===== src/rtl/wb_rr_interconnect.sv =====
// N-master round-robin Wishbone interconnect in front of the shared L2 slave port.
// Holds the grant for a whole transaction, routes ACK/RTY to the owner only, and turns hung cycles into a retry.
module wb_rr_interconnect #(
    parameter int NUM_PORTS  = 2,
    parameter int DATA_WIDTH = 128,
    parameter int ADDR_WIDTH = 12,
    parameter int SEL_WIDTH  = 16,
    parameter int TIMEOUT    = 0
) (
    input  logic                             clk,
    input  logic                             rst,
    input  logic [NUM_PORTS-1:0]             m_cyc,
    input  logic [NUM_PORTS-1:0]             m_stb,
    input  logic [NUM_PORTS-1:0]             m_we,
    input  logic [NUM_PORTS*SEL_WIDTH-1:0]   m_sel,
    input  logic [NUM_PORTS*ADDR_WIDTH-1:0]  m_adr,
    input  logic [NUM_PORTS*DATA_WIDTH-1:0]  m_datm,
    output logic [DATA_WIDTH-1:0]            m_dats,
    output logic [NUM_PORTS-1:0]             m_ack,
    output logic [NUM_PORTS-1:0]             m_rty,
    output logic                             s_cyc,
    output logic                             s_stb,
    output logic                             s_we,
    output logic [SEL_WIDTH-1:0]             s_sel,
    output logic [ADDR_WIDTH-1:0]            s_adr,
    output logic [DATA_WIDTH-1:0]            s_datm,
    input  logic [DATA_WIDTH-1:0]            s_dats,
    input  logic                             s_ack,
    input  logic                             s_rty,
    output logic [NUM_PORTS-1:0]             grant,
    output logic                             timeout_err
);

    localparam int PW      = $clog2(NUM_PORTS);
    localparam int CW      = (TIMEOUT > 1) ? $clog2(TIMEOUT) : 1;
    localparam int TO_LAST = (TIMEOUT > 0) ? TIMEOUT - 1 : 0;

    typedef enum logic {
        ST_IDLE,
        ST_BUSY
    } state_t;

    state_t                r_state, w_state_next;
    logic [NUM_PORTS-1:0]  r_grant, w_grant_next;
    logic [PW-1:0]         r_owner, w_owner_next;
    logic [PW-1:0]         r_ptr, w_ptr_next;
    logic [CW-1:0]         r_count, w_count_next;

    logic [NUM_PORTS-1:0]  w_req;
    logic [PW-1:0]         w_idx;
    logic [PW-1:0]         w_pick;
    logic                  w_found;
    logic                  w_fire;
    logic                  w_exit;

    function automatic logic [PW-1:0] wrap_inc(input logic [PW-1:0] v);
        return (v == PW'(NUM_PORTS - 1)) ? '0 : v + PW'(1);
    endfunction

    assign w_req = m_cyc & m_stb;

    // Scan from the rotating pointer upward; the first requester found wins.
    always_comb begin
        // NOTE: every variable assigned here gets a default first so no path can infer a latch.
        w_found = 1'b0;
        w_pick  = '0;
        w_idx   = r_ptr;
        for (int i = 0; i < NUM_PORTS; i++) begin
            if (!w_found && w_req[w_idx]) begin
                w_found = 1'b1;
                w_pick  = w_idx;
            end
            w_idx = wrap_inc(w_idx);
        end
    end

    // The watchdog yields to a real response arriving in its last cycle.
    assign w_fire = (TIMEOUT > 0) && (r_state == ST_BUSY) && (r_count == CW'(TO_LAST))
                    && !s_ack && !s_rty;
    assign w_exit = s_ack || s_rty || !m_cyc[r_owner] || w_fire;

    always_comb begin
        w_state_next = r_state;
        w_grant_next = r_grant;
        w_owner_next = r_owner;
        w_ptr_next   = r_ptr;
        w_count_next = r_count;
        case (r_state)
            ST_IDLE: begin
                if (w_found) begin
                    w_state_next         = ST_BUSY;
                    w_grant_next         = '0;
                    w_grant_next[w_pick] = 1'b1;
                    w_owner_next         = w_pick;
                    w_count_next         = '0;
                end
            end
            ST_BUSY: begin
                if (w_exit) begin
                    w_state_next = ST_IDLE;
                    w_grant_next = '0;
                    w_ptr_next   = wrap_inc(r_owner);
                end else begin
                    w_count_next = r_count + CW'(1);
                end
            end
            default: begin
                w_state_next = ST_IDLE;
                w_grant_next = '0;
            end
        endcase
    end

    always_ff @(posedge clk or posedge rst) begin
        if (rst) begin
            r_state <= ST_IDLE;
            r_grant <= '0;
            r_owner <= '0;
            r_ptr   <= '0;
            r_count <= '0;
        end else begin
            // NOTE: non-blocking assignments so every register samples the pre-edge values.
            r_state <= w_state_next;
            r_grant <= w_grant_next;
            r_owner <= w_owner_next;
            r_ptr   <= w_ptr_next;
            r_count <= w_count_next;
        end
    end

    // Slave side is an AND-OR mux on the one-hot grant, so it is all zero while idle.
    always_comb begin
        s_cyc  = 1'b0;
        s_stb  = 1'b0;
        s_we   = 1'b0;
        s_sel  = '0;
        s_adr  = '0;
        s_datm = '0;
        for (int i = 0; i < NUM_PORTS; i++) begin
            if (r_grant[i]) begin
                s_cyc  = m_cyc[i];
                s_stb  = m_stb[i];
                s_we   = m_we[i];
                s_sel  = m_sel[i*SEL_WIDTH +: SEL_WIDTH];
                s_adr  = m_adr[i*ADDR_WIDTH +: ADDR_WIDTH];
                s_datm = m_datm[i*DATA_WIDTH +: DATA_WIDTH];
            end
        end
    end

    assign m_dats      = s_dats;
    assign m_ack       = r_grant & {NUM_PORTS{s_ack}};
    assign m_rty       = r_grant & {NUM_PORTS{s_rty | w_fire}};
    assign grant       = r_grant;
    assign timeout_err = w_fire;

endmodule


===== config.mk =====
export PLATFORM = sky130hd
export DESIGN_NAME = wb_rr_interconnect
export DESIGN_NICKNAME = d
export VERILOG_FILES = /design/src/rtl/wb_rr_interconnect.sv
export SDC_FILE = /design/constraint.sdc
export NUM_CORES = 1
export LEC_CHECK = 0
export BUFFER_PORTS_ARGS = -buffer_cell sky130_fd_sc_hd__buf_4
export CORE_AREA = 3 3 289 291
export DETAILED_ROUTE_END_ITERATION = 8
export DIE_AREA = 0 0 292 294
export HOLD_SLACK_MARGIN = 0.02
export SYNTH_ARGS = -nofsm -noshare
export SYNTH_HDL_FRONTEND = slang
export SYNTH_SLANG_ARGS = --single-unit

===== constraint.sdc =====
create_clock -name clk -period 3.3 [get_ports clk]
set_input_delay 0.66 -clock clk [delete_from_list [all_inputs] [get_ports clk]]
set_output_delay 0.66 -clock clk [all_outputs]
set_load 0.1 [all_outputs]

==> flow_summary.json, run 1 <==
{
  "wl_um": 54630,
  "cts_setup_buffers": 0,
  "cts_resized": 0,
  "grt_pass1_wl_um": 63590,
  "synthAdderAreaFrac_pct": 0,
  "required_ns": 2.64,
  "reg2reg_from": "grant[1]",
  "syn-cell-area_um2": 2928,
  "grt_antenna_before_repair": 23,
  "globalRouteTotalUtil_pct": 11.96,
  "maxCapViolations": 0,
  "synth.mux.area_fraction_pct": 0.3419,
  "synthCells": 357,
  "htreeDepth": 1,
  "vias_per_cell": 2.559,
  "regArea_um2": 128.9,
  "portBuffers": 486,
  "rsz0062_at_grt": "no",
  "drtAntennaViolNets": 0,
  "power.density_nw_per_um2": 763.0,
  "holdCritPathClass": "input pin to asynchronous set/reset pin",
  "synth.distinct_cells": 25,
  "synth_nets": 807,
  "critPathKind": "flop to output pin",
  "grt_max_degree": 91,
  "wl_per_cell_um": 31.14,
  "tns_ns": 0,
  "grt_overflow_total": 0,
  "highest_layer": "met5",
  "vdd_drop_max_uv": 307.4,
  "drt_iter0_markers": 130,
  "synth-compound-area-share_pct": 49.66,
  "worstPathBufferInverterCount": 2,
  "grt_pass1_vias": 4650,
  "dp_hpwl_um": 52040,
  "cp-start-kind": "flop",
  "vias": 4488,
  "cts.sinks": 5,
  "worstPathArrival_ns": 2.19,
  "finalHoldViolCount": 0,
  "cts_tree": "built",
  "crit_family": "buffers and inverters",
  "cp_max_fo": 13,
  "clock_skew_ns": 0.001426,
  "cp_slowest_cell": "dfrtp_1",
  "clk_latency_ns": 0.23,
  "fin_nets": 1140,
  "drive_above_1_share_pct": 72.42,
  "drv_slew": 0,
  "status": "finished clean",
  "ys_warn_count": 0,
  "synth_top_family_by_area": "compound AO/OA/AOI/OAI gates",
  "slowest_delay_ns": 0.56,
  "initial_core_util_pct": 3.623,
  "reg2reg_depth": 2,
  "io-pin-count": 744,
  "synth-simple-area-share_pct": 3.504,
  "final_core_util_pct": 9.010,
  "cp-end-kind": "output pin",
  "cts_made_buffers": 3,
  "wl_met3_um": 11250,
  "multi_input_area_um2": 1575,
  "min_period_over_period_pct": 86.26,
  "syn_to_final_growth_pct": 148.7,
  "max_freq_mhz": 351.3,
  "clockBufferDepth": 2,
  "cellLeakagePower_uw": 0.003321,
  "drc": 0,
  "finalSetupViolCount": 0,
  "die_y_um": 294,
  "reg2reg_to": "grant[1]",
  "cpMostUsedCell": "buf_4",
  "avgSynthCellArea_um2": 8.201,
  "ys_seq_area_share_pct": 4.274,
  "cts.clk_slew.worst_paths_ns": 0.03,
  "drt-pass1-iter-count": 4,
  "hold_buffers": 0,
  "dp_slack_ns": 0.6779,
  "rows": 104,
  "worst_slack_ns": 0.4533,
  "dieArea_um2": 85850,
  "die_w_um": 292,
  "coreArea_um2": 80810,
  "cp_cell_sequence": "nor2b_4 > buf_4 > a22o_1 > buf_4",
  "fillers": 9480,
  "routabilityCongestion": 0.7449,
  "synth_xor_area_share_pct": 0,
  "cts_root_buf": "clkbuf_16",
  "finalCriticalPeriod_ns": 2.847,
  "path_depth": 4,
  "routed-wl-met2_um": 25630,
  "synth-seq-cells": 5,
  "wl_met1_um": 17380,
  "rrSetupSlack_ns": 2.01
}
==> worst max path at each step <==
stage | start | endpoint | slack [ns]
floorplan | grant[0] | s_adr[0] | 0.26
global placement | grant[0] | s_datm[127] | 0.68
detailed placement | grant[0] | s_datm[127] | 0.68
CTS | grant[0] | s_datm[127] | 0.43
global route | grant[0] | s_datm[127] | 0.41
finish | grant[0] | s_datm[127] | 0.45
==> sequential cells by signal, summed over array words and instances, names as in the netlist <==
register and count:
r_owner 1, grant 2, r_state 1, r_ptr 1
==> power by group <==
group / internal, µW / leakage (µW) / switching (µW) / total [µW]
registers: 78.1 / 0.0000609 / 36.6 / 115
logic: 1260 / 0.00322 / 3980 / 5240
clock network: 160 / 0.0000382 / 41.1 / 201
total: 1500 / 0.00332 / 4060 / 5550
==> metal layers <==
metal / vias up / GRT usage [%]
li1: 1916 / -
met1: 1935 / 11.22
met2: 563 / 20.53
met3: 42 / 10.75
met4: 32 / 0.3688
met5: - / 0
==> cell usage after synthesis <==
master | number | area share (%)
a22o_1 | 159 | 48
buf_4 | 130 | 33
buf_2 | 16 | 2.7
buf_6 | 13 | 5.0
clkbuf_1 | 6 | 0.77
and2_1 | 5 | 1.1
dfrtp_1 | 5 | 4.3
a21oi_1 | 3 | 0.51
inv_1 | 2 | 0.26
nor2_1 | 2 | 0.26
nor3b_1 | 2 | 0.51
a211o_1 | 1 | 0.30
a211oi_1 | 1 | 0.26
a221o_1 | 1 | 0.34
and3b_1 | 1 | 0.30
conb_1 | 1 | 0.13
mux2i_1 | 1 | 0.34
nand2_1 | 1 | 0.13
nor2b_1 | 1 | 0.21
nor2b_2 | 1 | 0.30
nor4_2 | 1 | 0.43
o21a_1 | 1 | 0.26
o21ai_0 | 1 | 0.17
o21bai_1 | 1 | 0.26
or3b_1 | 1 | 0.30
==> cell usage in the layout (no fill, tap or decap), types with 2 or more instances in the layout <==
master     count
diode_2        5
and2_1         5
dfrtp_1        4
a22o_1       159
inv_1          2
clkbuf_16      3
nor3b_1        2
nor2_1         2
a21oi_1        3
buf_4        457
buf_12        36
==> logic make-up after synthesis <==
kind of cell	Yosys count
AO/OA/AOI/OAI	168
buffers and inverters	167
AND/OR/NAND/NOR	15
flip-flops	5
multiplexers	1
other	1
==> final cells by class <==
class,count,area share [%]
inverter,2,0.1031
timing repair buffer,493,57.02
antenna,5,0.1719
multi-input combinational,185,21.64
tap,1060,18.22
sequential,5,1.770
clock buffer,4,1.083
==> stage by stage <==
stage,area [µm²],hold slack [ns],cells,total power (µW)
global placement,7189,0.5001,1745,5429
finish,7281,0.3442,1754,5555
floorplan,2928,0.4385,357,4420
global route,7268,0.3763,1749,5728
detailed placement,7189,0.4934,1745,5441
CTS,7268,0.3570,1749,5646
No activity file was read; power rests on OpenSTA's default activity.
==> run 2: changes to the inputs <==
--- a/config.mk
+++ b/config.mk
@@ -6,9 +6,9 @@
 export NUM_CORES = 1
 export LEC_CHECK = 0
 export BUFFER_PORTS_ARGS = -buffer_cell sky130_fd_sc_hd__buf_4
-export CORE_AREA = 3 3 289 291
+export CORE_AREA = 3 3 290 292
 export DETAILED_ROUTE_END_ITERATION = 8
-export DIE_AREA = 0 0 292 294
+export DIE_AREA = 0 0 293 295
 export HOLD_SLACK_MARGIN = 0.02
 export SYNTH_ARGS = -nofsm -noshare
 export SYNTH_HDL_FRONTEND = slang
==> constraint.sdc (replaced) <==
create_clock -name clk -period 2.46 [get_ports clk]
set_input_delay 0.492 -clock clk [delete_from_list [all_inputs] [get_ports clk]]
set_output_delay 0.492 -clock clk [all_outputs]
set_load 0.1 [all_outputs]
==> run 2 against run 1 <==
  * Utilization increased by 1.2 points
  * Combinational power increased by 52%
  * Worst setup slack got worse by 0.39 ns
  * Non-clock buffer count increased by 8
  * Via count decreased by 1.7%
  * Design area increased by 15%
  * Clock power increased by 33%
  * Power increased by 51%
  * Register-to-register slack got worse by 0.92 ns
  * Critical path type unchanged
  * Count of clock-buffer cells in the layout unchanged
  * Clock skew increased by 0.0017 ns
  * Hold slack got worse by 0.17 ns
==> flow_summary.json, run 2 (synthesized netlist as in run 1, its figures left out) <==
{
  "clock_skew_ns": 0.003162,
  "portBuffers": 486,
  "switchingPower_uw": 5700,
  "wl_um": 52600,
  "worstPathArrival_ns": 1.90,
  "cts_tree": "built",
  "cts.sinks": 5,
  "htreeDepth": 1,
  "clk_latency_ns": 0.23,
  "clockBufferDepth": 2,
  "swShare_pct": 67.93,
  "fin_nets": 1148,
  "dieArea_um2": 86440,
  "reg2reg_depth": 3,
  "pwr-share-seq_pct": 1.6,
  "drc": 0,
  "wl_per_cell_um": 29.66,
  "power.density_nw_per_um2": 1004,
  "critPathKind": "flop to output pin",
  "finalSetupViolCount": 0,
  "finalHoldViolCount": 0,
  "rows": 105,
  "largest_reg_flops": 2,
  "hold_buffers": 0,
  "max_freq_mhz": 417.4,
  "finalCriticalPeriod_ns": 2.396,
  "vias_per_cell": 2.487,
  "die_w_um": 293,
  "grt_max_degree": 45,
  "drv_slew": 0,
  "cellLeakagePower_uw": 0.003663,
  "placed_cell_area_um2": 8267,
  "dp_hpwl_um": 49980,
  "holdCritPathClass": "input pin to asynchronous set/reset pin",
  "regArea_um2": 130.1,
  "maxCapViolations": 0,
  "clockPowerShare_pct": 3.2,
  "cts_setup_buffers": 0,
  "pwr-share-comb_pct": 95.2,
  "cts.clk_slew.worst_paths_ns": 0.03,
  "final_common_cell": "buf_4",
  "grt_pass1_vias": 4685,
  "die_y_um": 295,
  "globalRouteTotalUtil_pct": 11.45,
  "grt_overflow_total": 0,
  "cts_made_buffers": 3,
  "grt_antenna_before_repair": 9,
  "cts_resized": 0,
  "fillers": 9506,
  "fin_area_um2": 8361,
  "drt-pass1-iter-count": 4,
  "syn_to_final_growth_pct": 185.6,
  "required_ns": 1.97,
  "vdd_drop_max_uv": 346.2,
  "drive_above_1_share_pct": 94.69,
  "coreArea_um2": 81850,
  "power_uw": 8392,
  "cp_max_fo": 30,
  "layout_common_cells": "buf_4 (400), a22o_2 (150), buf_12 (101)",
  "crit_start": "grant[1]",
  "multi_input_area_um2": 1765,
  "cp-start-kind": "flop",
  "cp-end-kind": "output pin",
  "cts_root_buf": "clkbuf_16",
  "io-pin-count": 744,
  "routabilityCongestion": 0.9454,
  "status": "finished clean",
  "drt_iter0_markers": 62,
  "drtAntennaViolNets": 0,
  "internal_power_uw": 2691,
  "min_period_over_period_pct": 97.40,
  "vias": 4410,
  "rsz0062_at_grt": "no",
  "grt_pass1_wl_um": 60920,
  "reg2reg_from": "grant[1]",
  "tns_ns": 0,
  "initial_core_util_pct": 3.577
}
[run 2: metrics by stage]
| stage | util (%) | worst slack [ns] | hold WS, ns | instances |
|---|---|---|---|---|
| final | 10.21 | 0.06399 | 0.1707 | 1773 |
| after global routing | 10.21 | 0.04544 | 0.1945 | 1773 |
| after CTS | 10.20 | 0.08091 | 0.1773 | 1767 |
| after detailed placement | 10.10 | 0.3279 | 0.4165 | 1763 |
| after global placement | 10.10 | 0.3368 | 0.4126 | 1763 |
| after floorplan | - | 0.02653 | 0.2704 | 357 |
[run 2: layout make-up]
type,instances,area share [%]
well taps,1070,16.01
repair buffers,501,60.10
diodes,6,0.1796
inverters,2,0.08979
flip-flops and latches,5,1.556
multi-input cells,185,21.12
clock buffers,4,0.9428
[run 2: final timing paths]
check,slack [ns],end
max reg2reg,1.09,grant[1]
min reg2reg,0.52,r_ptr
min in group clk,0.52,r_ptr
max in group asynchronous,2.09,grant[1]
min,0.17,grant[1]
max,0.06,s_datm[71]
[run 2: power by group through the flow]
stage                     Combinational, µW  Sequential [µW]  Clock, µW
after floorplan                        5890              169          0
after global placement                 8180              135          0
after detailed placement               8180              137          0
after CTS                              8200              136        271
after global routing                   8260              141        274
final                                  7990              137        267
[run 2: critical path, stage by stage (launching register included)]
cell and delay (ns):
dfrtp_4 0.51, nor2b_4 0.15, buf_12 0.18, buf_12 0.19, a22o_2 0.26, buf_4 0.32
[run 2: per-layer routing]
| layer | vias to the layer above | share of wire (%) | routed length, µm | track usage [%] |
|---|---|---|---|---|
| li1 | 1928 | - | - | - |
| met1 | 1936 | 35 | 18440 | 12.01 |
| met3 | 20 | 15 | 7950 | 7.046 |
| met4 | 4 | 0.98 | 515 | 1.015 |
| met2 | 522 | 49 | 25650 | 20.26 |
| met5 | - | 0.063 | 33 | 0 |
==> run 3: changes to the inputs <==
--- a/config.mk
+++ b/config.mk
@@ -13,3 +13,4 @@
 export SYNTH_ARGS = -nofsm -noshare
 export SYNTH_HDL_FRONTEND = slang
 export SYNTH_SLANG_ARGS = --single-unit
+export TNS_END_PERCENT = 20
==> constraint.sdc (replaced) <==
create_clock -name clk -period 1.9 [get_ports clk]
set_input_delay 0.38 -clock clk [delete_from_list [all_inputs] [get_ports clk]]
set_output_delay 0.38 -clock clk [all_outputs]
set_load 0.1 [all_outputs]
==> run 3 against run 2 <==
  * Routed wire length decreased by 0.29%
  * Clock skew shrank 0.0028 ns
  * Count of clock-buffer cells in the layout is the same
  * Power increased by 41%
  * Critical path type unchanged
  * Sequential share of layout area is 0.14 points lower
  * Critical endpoint is now s_datm[24]
  * Final cell count grew 0.39%
  * Sequential cell count is the same
  * Design area increased by 12%
  * The run now ends with setup timing left
  * Critical path depth stayed put
  * Utilization grew 1.2 points
==> flow_summary.json, run 3 (synthesized netlist as in run 1, its figures left out) <==
{
  "status": "finished, violations left",
  "violations": "setup timing",
  "cp-start-kind": "flop",
  "holdWs_ns": 0.06626,
  "rsz0062_at_grt": "yes",
  "reg2reg_to": "grant[1]",
  "grt_antenna_before_repair": 6,
  "instances_no_fill": 1780,
  "htreeDepth": 1,
  "cts.clk_slew.worst_paths_ns": 0.03,
  "rows": 105,
  "worstPathArrival_ns": 1.80,
  "fin_nets": 1155,
  "cp-end-kind": "output pin",
  "io-pin-count": 744,
  "cts_root_buf": "clkbuf_16",
  "dp_hpwl_um": 49410,
  "drtAntennaViolNets": 0,
  "placed_cell_area_um2": 8277,
  "reg2reg_depth": 3,
  "clockBufferDepth": 2,
  "routabilityCongestion": 0.8238,
  "vias": 4508,
  "largest_reg_flops": 2,
  "cts_made_buffers": 3,
  "cp_max_fo": 35,
  "required_ns": 1.52,
  "finalHoldViolCount": 0,
  "fin_area_um2": 9355,
  "clock_skew_ns": 0.0003795,
  "wl_um": 52440,
  "crit_start": "grant[1]",
  "layout_common_cells": "buf_4 (340), buf_12 (145), a22o_1 (79)",
  "dieArea_um2": 86440,
  "internal_power_uw": 4189,
  "die_w_um": 293,
  "finalSetupViolCount": 157,
  "wl_per_cell_um": 29.46,
  "rrSetupSlack_ns": 0.61,
  "pwr-share-seq_pct": 1.4,
  "drv_slew": 0,
  "max_freq_mhz": 459.0,
  "swShare_pct": 64.51,
  "min_period_over_period_pct": 114.7,
  "cts.sinks": 5,
  "dp.cells": 1769,
  "drc": 0,
  "die_y_um": 295,
  "cts_tree": "built",
  "endpoint": "s_datm[24]",
  "worst_slack_ns": -0.2787,
  "coreArea_um2": 81850,
  "pwr-share-comb_pct": 95.7,
  "grt_pass1_wl_um": 60810,
  "drive_above_1_share_pct": 84.52,
  "final_common_cell": "buf_4",
  "reg2reg_from": "grant[1]",
  "power_uw": 11800,
  "grt_pass1_vias": 4751,
  "grt_overflow_total": 0,
  "finalCriticalPeriod_ns": 2.179,
  "vdd_drop_max_uv": 497.2,
  "syn_to_final_growth_pct": 219.5,
  "holdCritPathClass": "input pin to asynchronous set/reset pin",
  "critPathKind": "flop to output pin",
  "clockPowerShare_pct": 2.9,
  "globalRouteTotalUtil_pct": 11.37,
  "drt_iter0_markers": 96,
  "vias_per_cell": 2.533,
  "initial_core_util_pct": 3.577,
  "cellLeakagePower_uw": 0.004063,
  "fillers": 9410,
  "maxCapViolations": 0,
  "tns_ns": -32.25,
  "switchingPower_uw": 7614,
  "drt-pass1-iter-count": 4,
  "portBuffers": 486,
  "grt_max_degree": 49,
  "power.density_nw_per_um2": 1262,
  "clk_latency_ns": 0.23
}
[run 3: cell types whose count changed in the layout (fill, tap and decap cells not counted)]
cell	before	now
dfrtp_4	1	2
buf_16	0	2
and2_2	2	0
buf_8	0	6
buf_6	0	15
a22o_1	9	79
buf_4	400	340
a22o_2	150	35
a22o_4	0	45
and2_1	3	5
dfrtp_2	1	0
buf_12	101	145
[run 3: through the flow]
| step | setup WS (ns) | utilization, % |
|---|---|---|
| 3_3_place_gp | -0.1717 | 10.11 |
| 2_1_floorplan | -0.4367 | - |
| 6_report | -0.2787 | 11.43 |
| 5_1_grt | -0.3343 | 11.42 |
| 3_5_place_dp | -0.1856 | 10.11 |
| 4_1_cts | -0.2856 | 11.25 |
[run 3: layer usage]
metal	track usage, %	routed length, µm	up-vias
li1	-	-	1943
met1	11.37	17550	1985
met2	19.97	25530	552
met3	7.572	8407	26
met4	1.872	943	2
met5	0	13	-
[run 3: layout make-up]
type                            instances  area (µm²)  share of cell area [%]
Clock buffer                            4       78.83                  0.8426
Inverter                                2       7.507                 0.08025
Timing Repair Buffer                  508        5769                   61.67
Multi-Input combinational cell        185        2013                   21.52
Sequential cell                         5       132.6                   1.418
Tap cell                             1070        1339                   14.31
Antenna cell                            6       15.01                  0.1605
[run 3: repair_timing]
action	in CTS	in global routing
endpoints found under the setup margin	157	158
buffers inserted	1	0
pin swaps	6	2
cloned	0	0
hold buffers	0	0
gates resized for setup	192	17
[run 3: power by group through the flow]
stage                     logic (µW)  clock network (µW)  registers (µW)
after CTS                      11500                 347             167
after global routing           11700                 357             173
after detailed placement       10700                   0             168
final                          11300                 343             167
after global placement         10700                   0             166
after floorplan                 7530                   0             226
[run 3: critical path: stages (launching register included)]
cell     delay, ns
dfrtp_4       0.49
nor2b_4       0.15
buf_12        0.20
buf_12        0.23
a22o_1        0.22
buf_12        0.19
[run 3: worst min-delay path by stage]
stage | startpoint | to | slack, ns | cells past startpoint
after CTS | rst | r_state | 0.07 | 2
after global placement | rst | r_ptr | 0.30 | 2
after detailed placement | rst | r_ptr | 0.31 | 2
after floorplan | rst | r_owner | 0.16 | 1
final | rst | r_ptr | 0.07 | 2
after global routing | rst | grant[0] | 0.08 | 2
